[config.mk]
export PLATFORM = sky130hd
export DESIGN_NAME = reg_wb_ctrl
export DESIGN_NICKNAME = d
export VERILOG_FILES = /design/src/rtl/reg_wb_ctrl.sv
export SDC_FILE = /design/constraint.sdc
export NUM_CORES = 1
export LEC_CHECK = 0
export CAP_MARGIN = 20
export CORE_ASPECT_RATIO = 0.9
export CORE_UTILIZATION = 25
export CTS_BUF_LIST = sky130_fd_sc_hd__clkbuf_4 sky130_fd_sc_hd__clkbuf_8
export CTS_CLUSTER_DIAMETER = 60
export CTS_CLUSTER_SIZE = 14
export DETAILED_ROUTE_END_ITERATION = 8
export SETUP_SLACK_MARGIN = 0.15
export SYNTH_ARGS = -nofsm -noshare
export SYNTH_HDL_FRONTEND = slang
export SYNTH_SLANG_ARGS = --single-unit
export TNS_END_PERCENT = 10
[constraint.sdc]
create_clock -name clk -period 4.6 [get_ports clk]
set_input_delay 1.15 -clock clk [delete_from_list [all_inputs] [get_ports clk]]
set_output_delay 1.15 -clock clk [all_outputs]
set_load 0.03 [all_outputs]
[src/rtl/reg_wb_ctrl.sv]
// ============================================================================
// reg_wb_ctrl
// ----------------------------------------------------------------------------
// Writeback controller on the write side of the register file. Two result
// sources share the single register-file write port:
//   - the in-order pipeline result, which can never be stalled, and
//   - a long-latency unit (mul/div) result, accepted by valid/ready handshake
//     and buffered in a small FIFO until the write port is free.
// A busy scoreboard tracks destinations reserved by issued long-latency ops
// so decode can detect hazards on pending registers.
//
// Ports
//   clk, rst              clock and asynchronous active-high reset
//   p_valid/p_addr/p_data pipeline result (always accepted, has priority)
//   p_hold                registered request for upstream to idle one cycle
//                         so a starved FIFO entry can drain
//   l_valid/l_addr/l_data long-latency result, pushed when l_valid && l_ready
//   l_ready               combinational, high while the FIFO has a free slot
//   iss_valid/iss_addr    long-latency issue, reserves iss_addr in scoreboard
//   chk_addr1/2           scoreboard query addresses
//   chk_busy1/2           combinational busy bit of the queried registers
//   wr_en/wr_addr/wr_data registered register-file write port
// ============================================================================
module reg_wb_ctrl #(
   parameter int DATA_W     = 32,
   parameter int ADDR_W     = 5,
   parameter int FIFO_DEPTH = 4,
   parameter int STARVE_MAX = 8
) (
   input  logic              clk,
   input  logic              rst,

   input  logic              p_valid,
   input  logic [ADDR_W-1:0] p_addr,
   input  logic [DATA_W-1:0] p_data,
   output logic              p_hold,

   input  logic              l_valid,
   output logic              l_ready,
   input  logic [ADDR_W-1:0] l_addr,
   input  logic [DATA_W-1:0] l_data,

   input  logic              iss_valid,
   input  logic [ADDR_W-1:0] iss_addr,

   input  logic [ADDR_W-1:0] chk_addr1,
   input  logic [ADDR_W-1:0] chk_addr2,
   output logic              chk_busy1,
   output logic              chk_busy2,

   output logic              wr_en,
   output logic [ADDR_W-1:0] wr_addr,
   output logic [DATA_W-1:0] wr_data
);

   localparam int NREG  = 1 << ADDR_W;
   localparam int PTR_W = (FIFO_DEPTH > 1) ? $clog2(FIFO_DEPTH) : 1;
   localparam int CNT_W = $clog2(FIFO_DEPTH + 1);
   localparam int SC_W  = (STARVE_MAX > 1) ? $clog2(STARVE_MAX) : 1;

   localparam logic [CNT_W-1:0] FULL_COUNT  = CNT_W'(FIFO_DEPTH);
   localparam logic [SC_W-1:0]  STARVE_LAST = SC_W'(STARVE_MAX - 1);

   // ------------------------------------------------------------------------
   // State
   // ------------------------------------------------------------------------
   logic [ADDR_W-1:0] fifo_addr_mem [FIFO_DEPTH];
   logic [DATA_W-1:0] fifo_data_mem [FIFO_DEPTH];
   logic [PTR_W-1:0]  rd_ptr;
   logic [PTR_W-1:0]  wr_ptr;
   logic [CNT_W-1:0]  count;

   logic [NREG-1:0]   busy;
   logic [NREG-1:0]   busy_next;

   logic              wr_from_l;
   logic [SC_W-1:0]   starve_cnt;

   // ------------------------------------------------------------------------
   // Datapath helpers
   // ------------------------------------------------------------------------
   logic              fifo_empty;
   logic              push;
   logic              pop;
   logic              sel_pipe;
   logic              sel_fifo;
   logic              sel_write;
   logic [ADDR_W-1:0] sel_addr;
   logic [DATA_W-1:0] sel_data;
   logic [ADDR_W-1:0] head_addr;
   logic [DATA_W-1:0] head_data;

   // The FIFO accepts a new entry whenever at least one slot is free. This is
   // purely a function of the occupancy count, so it is high during reset and
   // drops in the same cycle the last slot is filled.
   assign fifo_empty = (count == '0);
   assign l_ready    = (count != FULL_COUNT);
   assign push       = l_valid && l_ready;

   assign head_addr  = fifo_addr_mem[rd_ptr];
   assign head_data  = fifo_data_mem[rd_ptr];

   // Candidate selection for the single write port. The pipeline cannot be
   // stalled, so it always wins; the FIFO head is only taken in cycles the
   // pipeline leaves free. A selected candidate whose destination is
   // register 0 is still consumed (so the FIFO drains) but never writes.
   always_comb begin
      sel_pipe  = p_valid;
      sel_fifo  = !p_valid && !fifo_empty;
      sel_addr  = head_addr;
      sel_data  = head_data;
      if (sel_pipe) begin
         sel_addr = p_addr;
         sel_data = p_data;
      end
      sel_write = (sel_pipe || sel_fifo) && (sel_addr != '0);
   end

   assign pop = sel_fifo;

   // ------------------------------------------------------------------------
   // FIFO storage
   // ------------------------------------------------------------------------
   // Entry storage carries no reset: whether an entry is live is decided only
   // by the pointers and count, so stale contents after reset are never seen.
   always_ff @(posedge clk) begin
      if (push) begin
         fifo_addr_mem[wr_ptr] <= l_addr;
         fifo_data_mem[wr_ptr] <= l_data;
      end
   end

   // Pointers wrap naturally because the depth is a power of two; the count
   // is what tells full apart from empty. A push and a pop on the same edge
   // both happen and leave the count unchanged.
   always_ff @(posedge clk or posedge rst) begin
      if (rst) begin
         rd_ptr <= '0;
         wr_ptr <= '0;
         count  <= '0;
      end else begin
         if (push) begin
            wr_ptr <= wr_ptr + PTR_W'(1);
         end
         if (pop) begin
            rd_ptr <= rd_ptr + PTR_W'(1);
         end
         case ({push, pop})
            2'b10:   count <= count + CNT_W'(1);
            2'b01:   count <= count - CNT_W'(1);
            default: count <= count;
         endcase
      end
   end

   // ------------------------------------------------------------------------
   // Register-file write port
   // ------------------------------------------------------------------------
   // The write port is fully registered. Address and data only move when a
   // real write is issued, so an idle port keeps presenting the last write.
   // wr_from_l remembers that the write in flight came from the FIFO, which
   // is what lets the scoreboard release the reservation on commit.
   always_ff @(posedge clk or posedge rst) begin
      if (rst) begin
         wr_en     <= 1'b0;
         wr_addr   <= '0;
         wr_data   <= '0;
         wr_from_l <= 1'b0;
      end else begin
         wr_en     <= sel_write;
         wr_from_l <= sel_fifo && sel_write;
         if (sel_write) begin
            wr_addr <= sel_addr;
            wr_data <= sel_data;
         end
      end
   end

   // ------------------------------------------------------------------------
   // Busy scoreboard
   // ------------------------------------------------------------------------
   // A reservation is released on the edge that ends a FIFO-sourced write
   // cycle, i.e. the edge at which the register file actually commits it.
   // The set is applied after the clear so a new issue to the same register
   // on that edge keeps it busy. Pipeline writes are never tracked here, and
   // register 0 can never be reserved.
   always_comb begin
      busy_next = busy;
      if (wr_en && wr_from_l) begin
         busy_next[wr_addr] = 1'b0;
      end
      if (iss_valid && (iss_addr != '0)) begin
         busy_next[iss_addr] = 1'b1;
      end
      busy_next[0] = 1'b0;
   end

   // Scoreboard state register; queries see only reservations from prior edges.
   always_ff @(posedge clk or posedge rst) begin
      if (rst) begin
         busy <= '0;
      end else begin
         busy <= busy_next;
      end
   end

   // Queries read the registered scoreboard, so a reservation made in one
   // cycle is reported from the next cycle on. Address 0 is forced to idle.
   assign chk_busy1 = (chk_addr1 != '0) && busy[chk_addr1];
   assign chk_busy2 = (chk_addr2 != '0) && busy[chk_addr2];

   // ------------------------------------------------------------------------
   // Starvation guard
   // ------------------------------------------------------------------------
   // Counts consecutive edges where a FIFO entry waited while the pipeline
   // took the port. Once the run reaches STARVE_MAX edges, p_hold is raised
   // for exactly one cycle to ask upstream for a bubble, and the run restarts.
   // Any edge where the FIFO is empty or its head is taken ends the run.
   always_ff @(posedge clk or posedge rst) begin
      if (rst) begin
         starve_cnt <= '0;
         p_hold     <= 1'b0;
      end else if (fifo_empty || !p_valid) begin
         starve_cnt <= '0;
         p_hold     <= 1'b0;
      end else if (starve_cnt == STARVE_LAST) begin
         starve_cnt <= '0;
         p_hold     <= 1'b1;
      end else begin
         starve_cnt <= starve_cnt + SC_W'(1);
         p_hold     <= 1'b0;
      end
   end

endmodule
# == Word level (Yosys, flattened, before mapping) ==
# Memory sizes are Yosys's and may differ from the RTL's.
# Cells that the tools add are included.
# word_totals
ram_bits,148
out_inout_bits,42
word_cells,69
n_memories,2
input_bits,94
register_bits,81
# op_classes
n_eq_ne,4
reduce_logical,20
n_mux,19
magnitude_cmp,6
n_addsub,5
bitwise,3
# memory_table
name,depth,width,read_ports,rd_clocked_by_memory_dff,wr,line_no,source
fifo_data_mem,4,32,1,0,1,68,logic [DATA_W-1:0] fifo_data_mem [FIFO_DEPTH];
fifo_addr_mem,4,5,1,0,1,67,logic [ADDR_W-1:0] fifo_addr_mem [FIFO_DEPTH];
# ops
op,n
$mux W32,3
$and A32 B32 Y32,1
$not A32 Y32,1
$or A32 B32 Y32,1
$lt A5 B6 Y1 const B,4
$reduce_bool A5 Y1,4
$bmux W1 S5,2
$demux W1 S5,2
$ge A5 B1 Y1 const B,2
$logic_and A1 B1 Y1,10
$mux W1,8
$add A3 B1 Y3 const B,2
$mux W3,2
$pmux W3 S2,1
$mux W5,1
$add A2 B1 Y2 const B,2
$eq A3 B3 Y1 const B,1
$logic_not A3 Y1,1
$ne A3 B3 Y1 const B,1
$sub A3 B1 Y3 const B,1
$eq A2 B1 Y1 const B,1
$eq A2 B2 Y1 const B,1
$logic_not A1 Y1,2
$logic_or A1 B1 Y1,2
$reduce_bool A2 Y1,1

# == Logic depth before layout (Yosys ltp) ==
# logic_depth
word_depth,9
ltp_mapped,10
mapped_depth_nobuf,10

# == Least setup slack after synthesis ==
# OpenSTA, ideal clock, no wires.
# synth_timing
path_kind,input -> output
startpoint,in chk_addr2[0]
endpoint,out chk_busy2
path_buffers,1
cell_stages,4
arrival_time_ps,2883
slack_ps,567
t_required_ps,3450
cell_sequence,clkbuf_1 -> mux4_2 -> mux4_2 -> mux2_2
# synth_between
elab_chain_len,3
elab_cells_between_ends,4
cone_classes,mux (2); reduce/logical (2)
# synth_lines
item,line_no,source
"start, declared",47,"input logic [ADDR_W-1:0] chk_addr2,"
$bmux W1 S5,210,assign chk_busy2 = (chk_addr2 != '0) && busy[chk_addr2];
$mux W1 (not written as such),210,
$logic_and A1 B1 Y1 *,210,
"end, declared",49,"output logic chk_busy2,"
# Every way passes the cells marked *; elsewhere a longest branch is shown, timed or not. The select of a mux whose other input is x is not followed.

# == Worst setup path in the final report ==
# layout_timing
startpoint,in chk_addr1[2]
endpoint,out chk_busy1
# layout_between
elab_chain_len,3
elab_cells_between_ends,4
cone_classes,mux (2); reduce/logical (2)
# layout_lines
item,line_no,source
"start, declared",46,"input logic [ADDR_W-1:0] chk_addr1,"
$bmux W1 S5,209,assign chk_busy1 = (chk_addr1 != '0) && busy[chk_addr1];
$mux W1 (not written as such),209,
$logic_and A1 B1 Y1 *,209,
"end, declared",48,"output logic chk_busy1,"
# Marked as above.

==> run metrics <==
status complete, no violations; Row Count 70; DRC viols 0; I/O Buffers 135; 1st-iter DRT viols 455; Setup Crit Path Kind primary input to primary output; clk sinks 229; die width 216 um; global route total overflow 0; Hold WS 454 ps; worst reg2reg startpoint rd_ptr[0]$_DFFE_PP0P_; sequential share of power 44.5%; worst-case reg-to-reg path depth 6; Worst path most repeated cell mux4_2; Setup violations, final 0; Max H-tree Level 1; Leakage 4.46 nW; CP top delay family multiplexers; crit-path max FO 3; first-pass GRT wire length 42.0 mm; Setup Skew 17.2 ps; RSZ-0062 raised after global routing yes; synth unique cells 47; GRT Resource Usage Total 13.2%; Worst Tran Pin Value 978 ps; Slowest-stage cell, CP clkdlybuf4s50_1; Area growth, synth to finish 24.1%; ys flop type edfxtp_1; Clk pin slew, worst setup/hold paths 100 ps; Net Sw Frac 37.4%; vias in the first global route 6703; number of synthesized register bits 229; Cell Chain, Critical Path clkdlybuf4s50_1 > mux4_2 > mux4_2 > nor2_1 > a21oi_1 > dlygate4sd2_1; cts bufs inserted 22; hold path cells 1; WP buf/inv 2; number of max-slew violations in the final report 0; Internal 4.74 mW; final WL 27.6 mm; Core ar. 40600 sq um; Synth warnings 0; Mapped Nets 777; WP data arrival 3220 ps; FILL cells 4044; final hold violations 0; post-route ant nets 0; routed len/inst 20.1 um; minimum clock period 4370 ps; CTS tree built; Clk network pwr share 17.6%; pin count of the biggest net entering global routing 51; Setup crit end kind primary output; clk_lat worst skew 570 ps; GPL Wtd Cong 0.901; Worst EP required 3450 ps; worst flop-to-flop path endpoint wr_addr[2]$_DFFE_PP0P_; largest buffer count on any clock path 3; Hold Path Class register to register; sw power 2.83 mW; initial antenna violation count 5; Setup crit start kind primary input; Max-Cap Viols 0; Synth Cell Area 10300 sq um; share of layout cells above drive strength 1 23.8%; hold_sp starve_cnt[0]$_DFF_PP0_; Async S/R FF share, synth 35.4%; Worst VDD drop 336 uV; via count 6432; Mean Syn Cell Area 15.3 sq um; root buf cell clkbuf_8; placed inst area 12300 sq um; DPL Wire Length 18.9 mm; Power Dens Cells 592 nW/um^2; R2R Setup Slk 1800 ps; WHS Endpoint starve_cnt[0]$_DFF_PP0_; Post CTS Setup Buffer Count 0; full die area 42100 sq um; sequential fraction of the synthesis area 62.8%; FMAX 229 MHz; Via density 4.68; Pre-antenna DRT Iters 4; max incr delay on CP 580 ps; Nets 920; Post-synth EDFFs 148; Syn Inst Count 675; IO Pins 136; setup tns final 0 ps; Slew headroom 34.8%; Pwr Total 7.57 mW; Initial Util 25.4%; Die Ht 195 um; finished layout cell area 12800 sq um; Combinational Power Share 37.9%; fin crit share 95.1%
[how the worst max path moves through the flow]
stage,endpoint,cells after the start,startpoint
2_1_floorplan,chk_busy2,4,chk_addr2[0]
3_3_place_gp,chk_busy2,6,chk_addr2[0]
3_5_place_dp,chk_busy2,6,chk_addr2[0]
4_1_cts,chk_busy2,6,chk_addr2[0]
5_1_grt,chk_busy1,6,chk_addr1[2]
6_report,chk_busy1,6,chk_addr1[2]
[layout make-up]
class                           count  area (sq um)  area share [%]
Antenna cell                        1          2.50          0.0196
Timing Repair Buffer              161          1550            12.1
Tap cell                          540           676            5.28
Inverter                           46           175            1.37
Multi-Input combinational cell    358          3460            27.0
Clock inverter                      7          83.8           0.655
Clock buffer                       32           378            2.95
Sequential cell                   229          6480            50.6
[routing by layer]
metal  vias to the layer above  part of all wire, %  wire length [um]  global-route usage, %
li1                       2897                    -                 -                      -
met1                      3274                   44             12200                   17.4
met2                       211                   48             13300                   22.1
met3                        42                  5.6              1540                   3.02
met4                         8                  1.8               493                   2.63
met5                         -                 0.17                48                      0
[cell usage in the layout (no fill, tap or decap), types with 6 or more instances in the layout]
| cell | netlist | routed |
|---|---|---|
| a211oi_2 | 31 | 31 |
| a21oi_1 | 6 | 6 |
| a311oi_1 | 32 | 32 |
| buf_4 | 2 | 25 |
| clkbuf_4 | 0 | 10 |
| clkbuf_8 | 0 | 22 |
| clkdlybuf4s50_1 | 0 | 133 |
| dfrtp_1 | 81 | 79 |
| edfxtp_1 | 148 | 148 |
| ha_1 | 7 | 7 |
| inv_1 | 44 | 43 |
| mux2_2 | 35 | 35 |
| mux2i_1 | 12 | 12 |
| mux4_2 | 49 | 49 |
| nand2_1 | 14 | 14 |
| nand3_1 | 12 | 12 |
| nor2_1 | 41 | 40 |
| nor2b_1 | 6 | 6 |
| o21ai_0 | 64 | 64 |
[per-stage QoR]
step                utilization, %  setup WS (ps)  instances
floorplan                        -            567        675
global placement              30.4           -178       1334
detailed placement            30.4           -173       1334
CTS                           31.5           49.4       1373
global route                  31.5            106       1373
finish                        31.5            225       1374
[logic make-up (layout without fill, tap and decap cells)]
logic type | after synthesis | count (layout) | share of synthesized area (%)
buffers and inverters | 88 | 246 | 3.91
other | 0 | 1 | 0
multiplexers | 97 | 97 | 15.8
XOR/XNOR | 6 | 6 | 0.510
flip-flops | 229 | 229 | 62.8
adder cells (fa/ha/maj) | 8 | 8 | 1.04
AND/OR/NAND/NOR | 98 | 98 | 4.57
AO/OA/AOI/OAI | 149 | 149 | 11.4
[Yosys cell counts, types with 4 or more instances]
master	instances	area (sq um)
o21ai_1	4	20.0
a211oi_2	31	388
nand3b_1	5	37.5
a21oi_1	6	30.0
or3_1	5	31.3
nor2b_1	6	37.5
mux2_2	35	394
edfxtp_1	148	4440
nand3_1	12	60.1
buf_2	9	45.0
clkbuf_1	20	75.1
inv_1	44	165
mux2i_1	12	120
a211oi_1	4	30.0
nor2_1	41	154
a311oi_1	32	280
mux4_2	49	1100
nand2_1	14	52.6
and3_1	7	43.8
buf_6	7	78.8
ha_1	7	87.6
o21ai_0	64	320
dfrtp_1	81	2030
[sequential cells by signal, indices dropped and copies added (netlist names)]
| signal | flops |
|---|---|
| busy | 31 |
| count | 3 |
| fifo_addr_mem | 20 |
| fifo_data_mem | 128 |
| p_hold | 1 |
| rd_ptr | 2 |
| starve_cnt | 3 |
| wr_addr | 5 |
| wr_data | 32 |
| wr_en | 1 |
| wr_from_l | 1 |
| wr_ptr | 2 |
[repair_timing]
action / CTS / global route
cloned: 0 / 0
gates resized for setup: 2 / 2
pin swaps: 0 / 0
setup endpoints to repair: 2 / 2
hold buffers: 0 / 0
endpoints found under the hold margin: 0 / 0
[power groups by stage]
stage	Combinational, mW	Sequential, mW	Clock, mW
2_1_floorplan	1.76	3.45	0
3_3_place_gp	2.87	3.40	0
3_5_place_dp	2.91	3.42	0
4_1_cts	2.91	3.38	1.39
5_1_grt	3.12	3.46	1.46
6_report	2.87	3.37	1.33
[worst register-to-register path: cells and delay by family, from the launching register on]
kind	cells	cell delay, ps
AOI/OAI and AO/OA	4	1040
buffers and inverters	1	330
DFF	1	1030
muxes	1	320
No activity file was read; power rests on OpenSTA's default activity.
